$ cat config.mk
export PLATFORM = sky130hd
export DESIGN_NAME = lsu_mem_arbiter
export DESIGN_NICKNAME = d
export VERILOG_FILES = /design/src/rtl/lsu_mem_arbiter.sv
export SDC_FILE = /design/constraint.sdc
export NUM_CORES = 1
export LEC_CHECK = 0
export CAP_MARGIN = 40
export CORE_AREA = 2 2 240 242
export CTS_BUF_LIST = sky130_fd_sc_hd__clkbuf_4 sky130_fd_sc_hd__clkbuf_8
export DETAILED_ROUTE_END_ITERATION = 6
export DIE_AREA = 0 0 242 244
export PLACE_DENSITY_LB_ADDON = 0.25
export SYNTH_ARGS = -nofsm -noshare
export SYNTH_HDL_FRONTEND = slang
export SYNTH_SLANG_ARGS = --single-unit
$ cat constraint.sdc
create_clock -name clk -period 4.6 [get_ports clk]
set_clock_uncertainty 0.05 [all_clocks]
set_input_delay 0.92 -clock clk [delete_from_list [all_inputs] [get_ports clk]]
set_output_delay 0.92 -clock clk [all_outputs]
set_load 0.05 [all_outputs]
$ cat src/rtl/lsu_mem_arbiter.sv
// ---------------------------------------------------------------------------
// lsu_mem_arbiter
//
// Responder for the per-thread LSU data-memory valid/ready channels. Up to
// NUM_CONSUMERS threads raise read or write requests; a round-robin scan
// started from rr_ptr picks one winner. The winner's request goes out on the
// single external memory channel. The completion (ready, plus read data for
// reads) is relayed back to that thread and held until the thread drops its
// valid. Only one transaction is in flight at a time. Every output comes
// straight from a flop.
//
// Configuration macro:
//   LSU_MEM_ARBITER_WRITE_EN  defined   -> read and write paths
//                             undefined -> read-only; write inputs ignored,
//                                          write outputs tied to 0
//
// Ports:
//   clk, reset                  clock (rising edge), async active-low reset
//   consumer_read_valid/_address     per-thread read request (flattened)
//   consumer_read_ready/_data        per-thread read completion + data
//   consumer_write_valid/_address/_data  per-thread write request
//   consumer_write_ready             per-thread write completion
//   mem_read_valid/_address, mem_read_ready/_data   external read channel
//   mem_write_valid/_address/_data, mem_write_ready external write channel
// ---------------------------------------------------------------------------
module lsu_mem_arbiter #(
    parameter int ADDR_BITS     = 8,
    parameter int DATA_BITS     = 8,
    parameter int NUM_CONSUMERS = 16
) (
    input  logic                                 clk,
    input  logic                                 reset,
    input  logic [NUM_CONSUMERS-1:0]             consumer_read_valid,
    input  logic [NUM_CONSUMERS*ADDR_BITS-1:0]   consumer_read_address,
    output logic [NUM_CONSUMERS-1:0]             consumer_read_ready,
    output logic [NUM_CONSUMERS*DATA_BITS-1:0]   consumer_read_data,
    input  logic [NUM_CONSUMERS-1:0]             consumer_write_valid,
    input  logic [NUM_CONSUMERS*ADDR_BITS-1:0]   consumer_write_address,
    input  logic [NUM_CONSUMERS*DATA_BITS-1:0]   consumer_write_data,
    output logic [NUM_CONSUMERS-1:0]             consumer_write_ready,
    output logic                                 mem_read_valid,
    output logic [ADDR_BITS-1:0]                 mem_read_address,
    input  logic                                 mem_read_ready,
    input  logic [DATA_BITS-1:0]                 mem_read_data,
    output logic                                 mem_write_valid,
    output logic [ADDR_BITS-1:0]                 mem_write_address,
    output logic [DATA_BITS-1:0]                 mem_write_data,
    input  logic                                 mem_write_ready
);

    localparam int IDX_W = (NUM_CONSUMERS > 1) ? $clog2(NUM_CONSUMERS) : 1;

    typedef enum logic [1:0] {
        IDLE       = 2'd0,
        READ_WAIT  = 2'd1,
        RELAY      = 2'd2
`ifdef LSU_MEM_ARBITER_WRITE_EN
        ,
        WRITE_WAIT = 2'd3
`endif
    } state_e;

    state_e                             state_q, state_d;
    logic [IDX_W-1:0]                   rr_ptr_q, rr_ptr_d;
    logic [IDX_W-1:0]                   grant_q, grant_d;
    logic                               mem_read_valid_q, mem_read_valid_d;
    logic [ADDR_BITS-1:0]               mem_read_address_q, mem_read_address_d;
    logic [NUM_CONSUMERS-1:0]           read_ready_q, read_ready_d;
    logic [NUM_CONSUMERS*DATA_BITS-1:0] read_data_q, read_data_d;
    logic [NUM_CONSUMERS-1:0]           any_req;
    logic                               found;

`ifdef LSU_MEM_ARBITER_WRITE_EN
    // op_read_q tells RELAY which valid to watch for the handshake close.
    logic                               op_read_q, op_read_d;
    logic                               mem_write_valid_q, mem_write_valid_d;
    logic [ADDR_BITS-1:0]               mem_write_address_q, mem_write_address_d;
    logic [DATA_BITS-1:0]               mem_write_data_q, mem_write_data_d;
    logic [NUM_CONSUMERS-1:0]           write_ready_q, write_ready_d;

    assign any_req = consumer_read_valid | consumer_write_valid;
`else
    // The write side is compiled out. These inputs are folded here only so
    // that their being unconnected is deliberate and visible.
    logic unused_write_inputs;
    assign unused_write_inputs = ^{consumer_write_valid, consumer_write_address,
                                   consumer_write_data, mem_write_ready};
    assign any_req = consumer_read_valid;
`endif

    always_comb begin
        // NOTE: combinational blocks use blocking '=' and give every target a
        // default first, so no path leaves a signal unassigned (no latches).
        state_d            = state_q;
        rr_ptr_d           = rr_ptr_q;
        grant_d            = grant_q;
        mem_read_valid_d   = mem_read_valid_q;
        mem_read_address_d = mem_read_address_q;
        read_ready_d       = read_ready_q;
        read_data_d        = read_data_q;
        found              = 1'b0;
`ifdef LSU_MEM_ARBITER_WRITE_EN
        op_read_d           = op_read_q;
        mem_write_valid_d   = mem_write_valid_q;
        mem_write_address_d = mem_write_address_q;
        mem_write_data_d    = mem_write_data_q;
        write_ready_d       = write_ready_q;
`endif

        case (state_q)
            IDLE: begin
                // The scan starts at rr_ptr and wraps. The thread just served
                // moves to the back of the line.
                for (int k = 0; k < NUM_CONSUMERS; k++) begin
                    int idx;
                    idx = (int'(rr_ptr_q) + k) % NUM_CONSUMERS;
                    if (!found && any_req[idx]) begin
                        found    = 1'b1;
                        grant_d  = IDX_W'(idx);
                        rr_ptr_d = IDX_W'((idx + 1) % NUM_CONSUMERS);
                        // When a thread has both a read and a write pending,
                        // the read goes first and the write waits for a later
                        // grant.
                        if (consumer_read_valid[idx]) begin
                            mem_read_valid_d   = 1'b1;
                            mem_read_address_d = consumer_read_address[idx*ADDR_BITS +: ADDR_BITS];
                            state_d            = READ_WAIT;
`ifdef LSU_MEM_ARBITER_WRITE_EN
                            op_read_d          = 1'b1;
`endif
                        end
`ifdef LSU_MEM_ARBITER_WRITE_EN
                        else begin
                            mem_write_valid_d   = 1'b1;
                            mem_write_address_d = consumer_write_address[idx*ADDR_BITS +: ADDR_BITS];
                            mem_write_data_d    = consumer_write_data[idx*DATA_BITS +: DATA_BITS];
                            state_d             = WRITE_WAIT;
                            op_read_d           = 1'b0;
                        end
`endif
                    end
                end
            end

            READ_WAIT: begin
                // The external transaction always completes. A consumer that
                // drops valid here does not abort it.
                if (mem_read_ready) begin
                    mem_read_valid_d = 1'b0;
                    read_data_d[int'(grant_q)*DATA_BITS +: DATA_BITS] = mem_read_data;
                    read_ready_d[grant_q] = 1'b1;
                    state_d = RELAY;
                end
            end

`ifdef LSU_MEM_ARBITER_WRITE_EN
            WRITE_WAIT: begin
                if (mem_write_ready) begin
                    mem_write_valid_d      = 1'b0;
                    write_ready_d[grant_q] = 1'b1;
                    state_d                = RELAY;
                end
            end
`endif

            RELAY: begin
`ifdef LSU_MEM_ARBITER_WRITE_EN
                if (op_read_q) begin
                    if (!consumer_read_valid[grant_q]) begin
                        read_ready_d[grant_q] = 1'b0;
                        state_d               = IDLE;
                    end
                end else begin
                    if (!consumer_write_valid[grant_q]) begin
                        write_ready_d[grant_q] = 1'b0;
                        state_d                = IDLE;
                    end
                end
`else
                if (!consumer_read_valid[grant_q]) begin
                    read_ready_d[grant_q] = 1'b0;
                    state_d               = IDLE;
                end
`endif
            end

            default: state_d = IDLE;
        endcase
    end

    always_ff @(posedge clk or negedge reset) begin
        if (!reset) begin
            state_q            <= IDLE;
            rr_ptr_q           <= '0;
            grant_q            <= '0;
            mem_read_valid_q   <= 1'b0;
            mem_read_address_q <= '0;
            read_ready_q       <= '0;
            // NOTE: the read-data lanes are outputs that must read as zero
            // after reset. That is why this storage gets a reset, which is
            // not usually wanted for data arrays.
            read_data_q        <= '0;
`ifdef LSU_MEM_ARBITER_WRITE_EN
            op_read_q           <= 1'b0;
            mem_write_valid_q   <= 1'b0;
            mem_write_address_q <= '0;
            mem_write_data_q    <= '0;
            write_ready_q       <= '0;
`endif
        end else begin
            state_q            <= state_d;
            rr_ptr_q           <= rr_ptr_d;
            grant_q            <= grant_d;
            mem_read_valid_q   <= mem_read_valid_d;
            mem_read_address_q <= mem_read_address_d;
            read_ready_q       <= read_ready_d;
            read_data_q        <= read_data_d;
`ifdef LSU_MEM_ARBITER_WRITE_EN
            op_read_q           <= op_read_d;
            mem_write_valid_q   <= mem_write_valid_d;
            mem_write_address_q <= mem_write_address_d;
            mem_write_data_q    <= mem_write_data_d;
            write_ready_q       <= write_ready_d;
`endif
        end
    end

    assign consumer_read_ready = read_ready_q;
    assign consumer_read_data  = read_data_q;
    assign mem_read_valid      = mem_read_valid_q;
    assign mem_read_address    = mem_read_address_q;

`ifdef LSU_MEM_ARBITER_WRITE_EN
    assign consumer_write_ready = write_ready_q;
    assign mem_write_valid      = mem_write_valid_q;
    assign mem_write_address    = mem_write_address_q;
    assign mem_write_data       = mem_write_data_q;
`else
    assign consumer_write_ready = '0;
    assign mem_write_valid      = 1'b0;
    assign mem_write_address    = '0;
    assign mem_write_data       = '0;
`endif

endmodule

After elaboration in Yosys (flattened, before gate mapping):

Index checks and enable logic that the tools add are counted.
W data, S select, Z words.

* muxes and demuxes: 227
* bitwise operators: 18
* shift-type cells: 18
* eq/ne operators: 4
* reductions and logical operators: 55
* add/sub/neg operators: 31
* magnitude comparators: 18

Operators with widths (number)
* $shiftx A128 B8 Y8: 16
* $mux W8: 35
* $bwmux W128: 1
* $mux W4: 32
* $shift A8 B33 Y128 const A: 1
* $shiftx A8 B33 Y128: 1
* $mux W1: 99
* $lt A5 B6 Y1 const B: 15
* $mux W2: 37
* $add A4 B2 Y4 const B: 17
* $bmux W1 S4: 17
* $reduce_or A4 Y1: 15
* $neg A7 Y33: 1
* $add A4 B4 Y4 const B: 8
* $mux W16: 2
* $pmux W16 S2: 1
* $add A4 B3 Y4 const B: 4
* $and A16 B16 Y16: 1
* $logic_and A1 B1 Y1: 16
* $not A16 Y16: 1
* $or A16 B16 Y16: 1
* $reduce_bool A16 Y1: 1
* $and A1 B1 Y1 const A: 15
* $logic_not A1 Y1: 15
* other kinds (13): 19

* bits of input ports: 428
* bits in registers: 163

Logic depth before layout (Yosys ltp):

* depth in word-level cells: 65
* gate-level depth with buffers: 23
* mapped depth without buffers: 14

Least setup slack after synthesis:

Ideal clock, no wire load.

* path type: reg-to-reg
* start point: register rr_ptr_q[2]
* end point: register grant_q[2]
* cell stages (with the launch flop): 17
* period minus slack after synthesis: 4882 ps
* data arrival time: 4767 ps
* data required time: 4485 ps
* path slack: -282 ps
* cells stage by stage: dfrtp_1 buf_4 buf_2 buf_2 inv_2 clkbuf_1 ha_1 a21boi_0 xnor2_1 mux4_2 nand4b_4 nor3_4 nand2_2 o21a_1 a32o_1 a2111oi_0 or2_1

* word-level cells in the longest chain between the ends: 64
* elaborated cells between the ends (all ways): 140

RTL lines
* from (decl): RTL line 64 `logic [IDX_W-1:0] rr_ptr_q, rr_ptr_d;`
* from (signal assigned): RTL line 212 `rr_ptr_q <= rr_ptr_d;`
* parallel branches: the longest is 64 deep, another holds $add A4 B1 Y4
* to (signal assigned): RTL line 213 `grant_q <= grant_d;`
* to (decl): RTL line 65 `logic [IDX_W-1:0] grant_q, grant_d;`

Parallel ways; which one is timed is not known. The select of a mux whose other input is x is not followed.
A chain may end at the register's enable or synchronous reset.

Worst setup path after layout:

* start point: register rr_ptr_q[1]
* end point: register grant_q[2]

Same word-level chain as after synthesis.

==> flow_metrics.tcl <==
set metrics [dict create \
    cp.required_ps 4940 \
    synth_top_area_cell "mux4_2" \
    synth_ff_type "dfrtp_1" \
    layout.nets 2616 \
    cp_top_family "simple AND/OR/NAND/NOR gates" \
    crit_chain "inv_2, ha_4, buf_4, mux4_2, mux4_2, nand4b_4, buf_4, nor2_2, and2_1, a211oi_1, a222oi_1, a2111oi_0, or2_1" \
    timing.setup.tns_ps 0 \
    antenna_found_initial 1 \
    grt_pass1_vias 17000 \
    clk_pin_slew_worst_paths_ps 120 \
    io_buffers 307 \
    synth_cell_type_count 92 \
    cts_buffers 17 \
    ant_nets 0 \
    path_max_fanout 12 \
    fill_cells 5570 \
    tritoncts "done" \
    cp_data_arrival_time_ps 4790 \
    report.final.slew_viol_count 0 \
    hpwlAfterDp_um 56600 \
    synth_top_area_share_pct 26.5 \
    wl_per_cell_um 25.0 \
    setup_violations 0 \
    synth-seq-cells 163 \
    synth_edf_count 0 \
    drc 0 \
    maxCapViolations 0 \
    die_x_um 242 \
    clockRootBuffer "clkbuf_8" \
    routed_via_density 5.78 \
    syn_to_final_growth_pct 30.0 \
    r2r_cells 13 \
    finalCritPeriodShare_pct 96.6 \
    tightest_slew_ps 888 \
    grt_remaining_overflow 0 \
    finalWeightedCongestion 0.955 \
    synth_warnings 0 \
    clock_latency_ps 500 \
    path_class "flip-flop to flip-flop" \
    cp_slowest_stage_delay_ps 580 \
    synthCells 1799 \
    clockBufferDepth 2 \
    fmax_mhz 225 \
    crit_slowest_cell "mux4_2" \
    cts_num_sinks 163 \
    cp-end-kind "flip-flop" \
    drt-initial-drc-count 1387 \
    n_antenna_cell 0 \
    fin_cells 2942 \
    startpoint_type "flip-flop" \
    core_region_area_sq_um 56200 \
    async_flop_share_pct 100 \
    multiInputGateArea_sq_um 12700 \
    hold_path.class "primary input to asynchronous set/reset pin" \
    grt_max_degree 98 \
    register_area_sq_um 4090 \
    drive_gt1_share_pct 25.9 \
    num_rows 87 \
    critPathBufInv 3 \
    die_area_sq_um 59000 \
    rsz0062_at_grt "false" \
    grt.total_usage_pct 24.6 \
    hold_violations 0 \
    worstSetupPathDepth 13 \
    initial_core_util_pct 31.4 \
    slew_headroom_pct 40.6 \
    status "complete, no violations" \
    grt_pass1_wl_um 110000 \
    die_h_um 244 \
    io_pins 614 \
    vias 17000 \
    ys_seq_area_share_pct 23.2 \
    cts.htree.levels 4 \
    hold_buffers 0 \
    min_period_ps 4450 \
    drtPass1Iterations 7 \
    wl_um 73700 \
    syn_area_per_cell_sq_um 9.79 \
    synth_area_leaders "mux4_2 26%, dfrtp_1 23%, mux2i_1 7.1%" \
    dp_cells 2910 \
    synth_area_sq_um 17600 \
]
## routing by layer
layer,up-vias,wire length [um],GRT usage [%]
li1,7614,-,-
met1,8445,30600,32.3
met2,796,35300,41.2
met3,156,4910,3.50
met4,0,2890,9.31
met5,-,0,0
## path summary, 6_finish.rpt
check	end	slack, ps	from
setup / recovery	grant_q[2]	150	rr_ptr_q[1]
min in group clk	consumer_read_data[13]	440	consumer_read_data[13]
max in group asynchronous	consumer_read_data[21]	3150	reset
hold reg to reg	consumer_read_data[13]	440	consumer_read_data[13]
setup reg to reg	grant_q[2]	150	rr_ptr_q[1]
hold / removal	asynchronous set/reset pin	420	reset
## placed cells by master (no fill, tap or decap), drive strengths merged, types with 28 or more instances in the layout
master	n
a21oi	79
buf	201
mux2	78
inv	30
nand3	40
nand2	287
dfrtp	163
nor3	31
mux2i	126
nor2	98
o21ai	165
and2	28
clkdlybuf4s50	306
a31oi	34
mux4	207
conb	33
## flip-flops by register name (all words and copies together) (netlist names), named ones only
name                flops
consumer_read_data    128
rr_ptr_q                4
mem_read_valid          1
grant_q                 4
mem_read_address        8
state_q                 2
## cell type report
type                            count  area share (%)
Tap cell                          756            4.13
Sequential cell                   163            17.9
Clock buffer                       21            1.23
Inverter                           24           0.393
Multi-Input combinational cell   1460            55.3
Clock inverter                     11           0.612
Timing Repair Buffer              507            20.5
## synthesized netlist by cell type, types with 20 or more instances
master and count:
a21oi_1 76, a31oi_1 34, and2_1 27, buf_2 34, buf_4 51, clkbuf_1 76
dfrtp_1 163, inv_1 20, mux2_2 78, mux2i_1 125, mux4_2 207, nand2_1 285
nand3_1 39, nor2_1 98, nor3_1 25, o21ai_0 164
## repair_timing
| action | in CTS | in global routing |
|---|---|---|
| gates resized for setup | 0 | 1 |
| endpoints found under the setup margin | 0 | 4 |
| setup buffers | 0 | 0 |
## stage by stage
step / util [%] / instance area, sq um / setup WS [ps] / hold WS [ps]
6_report: 40.8 / 22900 / 155 / 420
2_1_floorplan: - / 17700 / 18.9 / 515
3_3_place_gp: 40.0 / 22400 / -408 / 410
5_1_grt: 40.8 / 22900 / 45.2 / 445
4_1_cts: 40.8 / 22900 / 69.4 / 393
3_5_place_dp: 40.0 / 22500 / -361 / 420
## cell families after synthesis
group | Yosys count | share of synthesized area [%]
flops | 163 | 23.2
fa+ha+maj | 15 | 1.07
simple gates | 557 | 14.6
compound gates | 421 | 15.1
mux | 411 | 38.7
other cells | 1 | 0.0213
xor+xnor | 23 | 1.38
buf+inv | 208 | 6.00
Power is left out: the tool's default activity adds up to more than one toggle a clock period on the data nets, which glitch-free logic cannot reach.
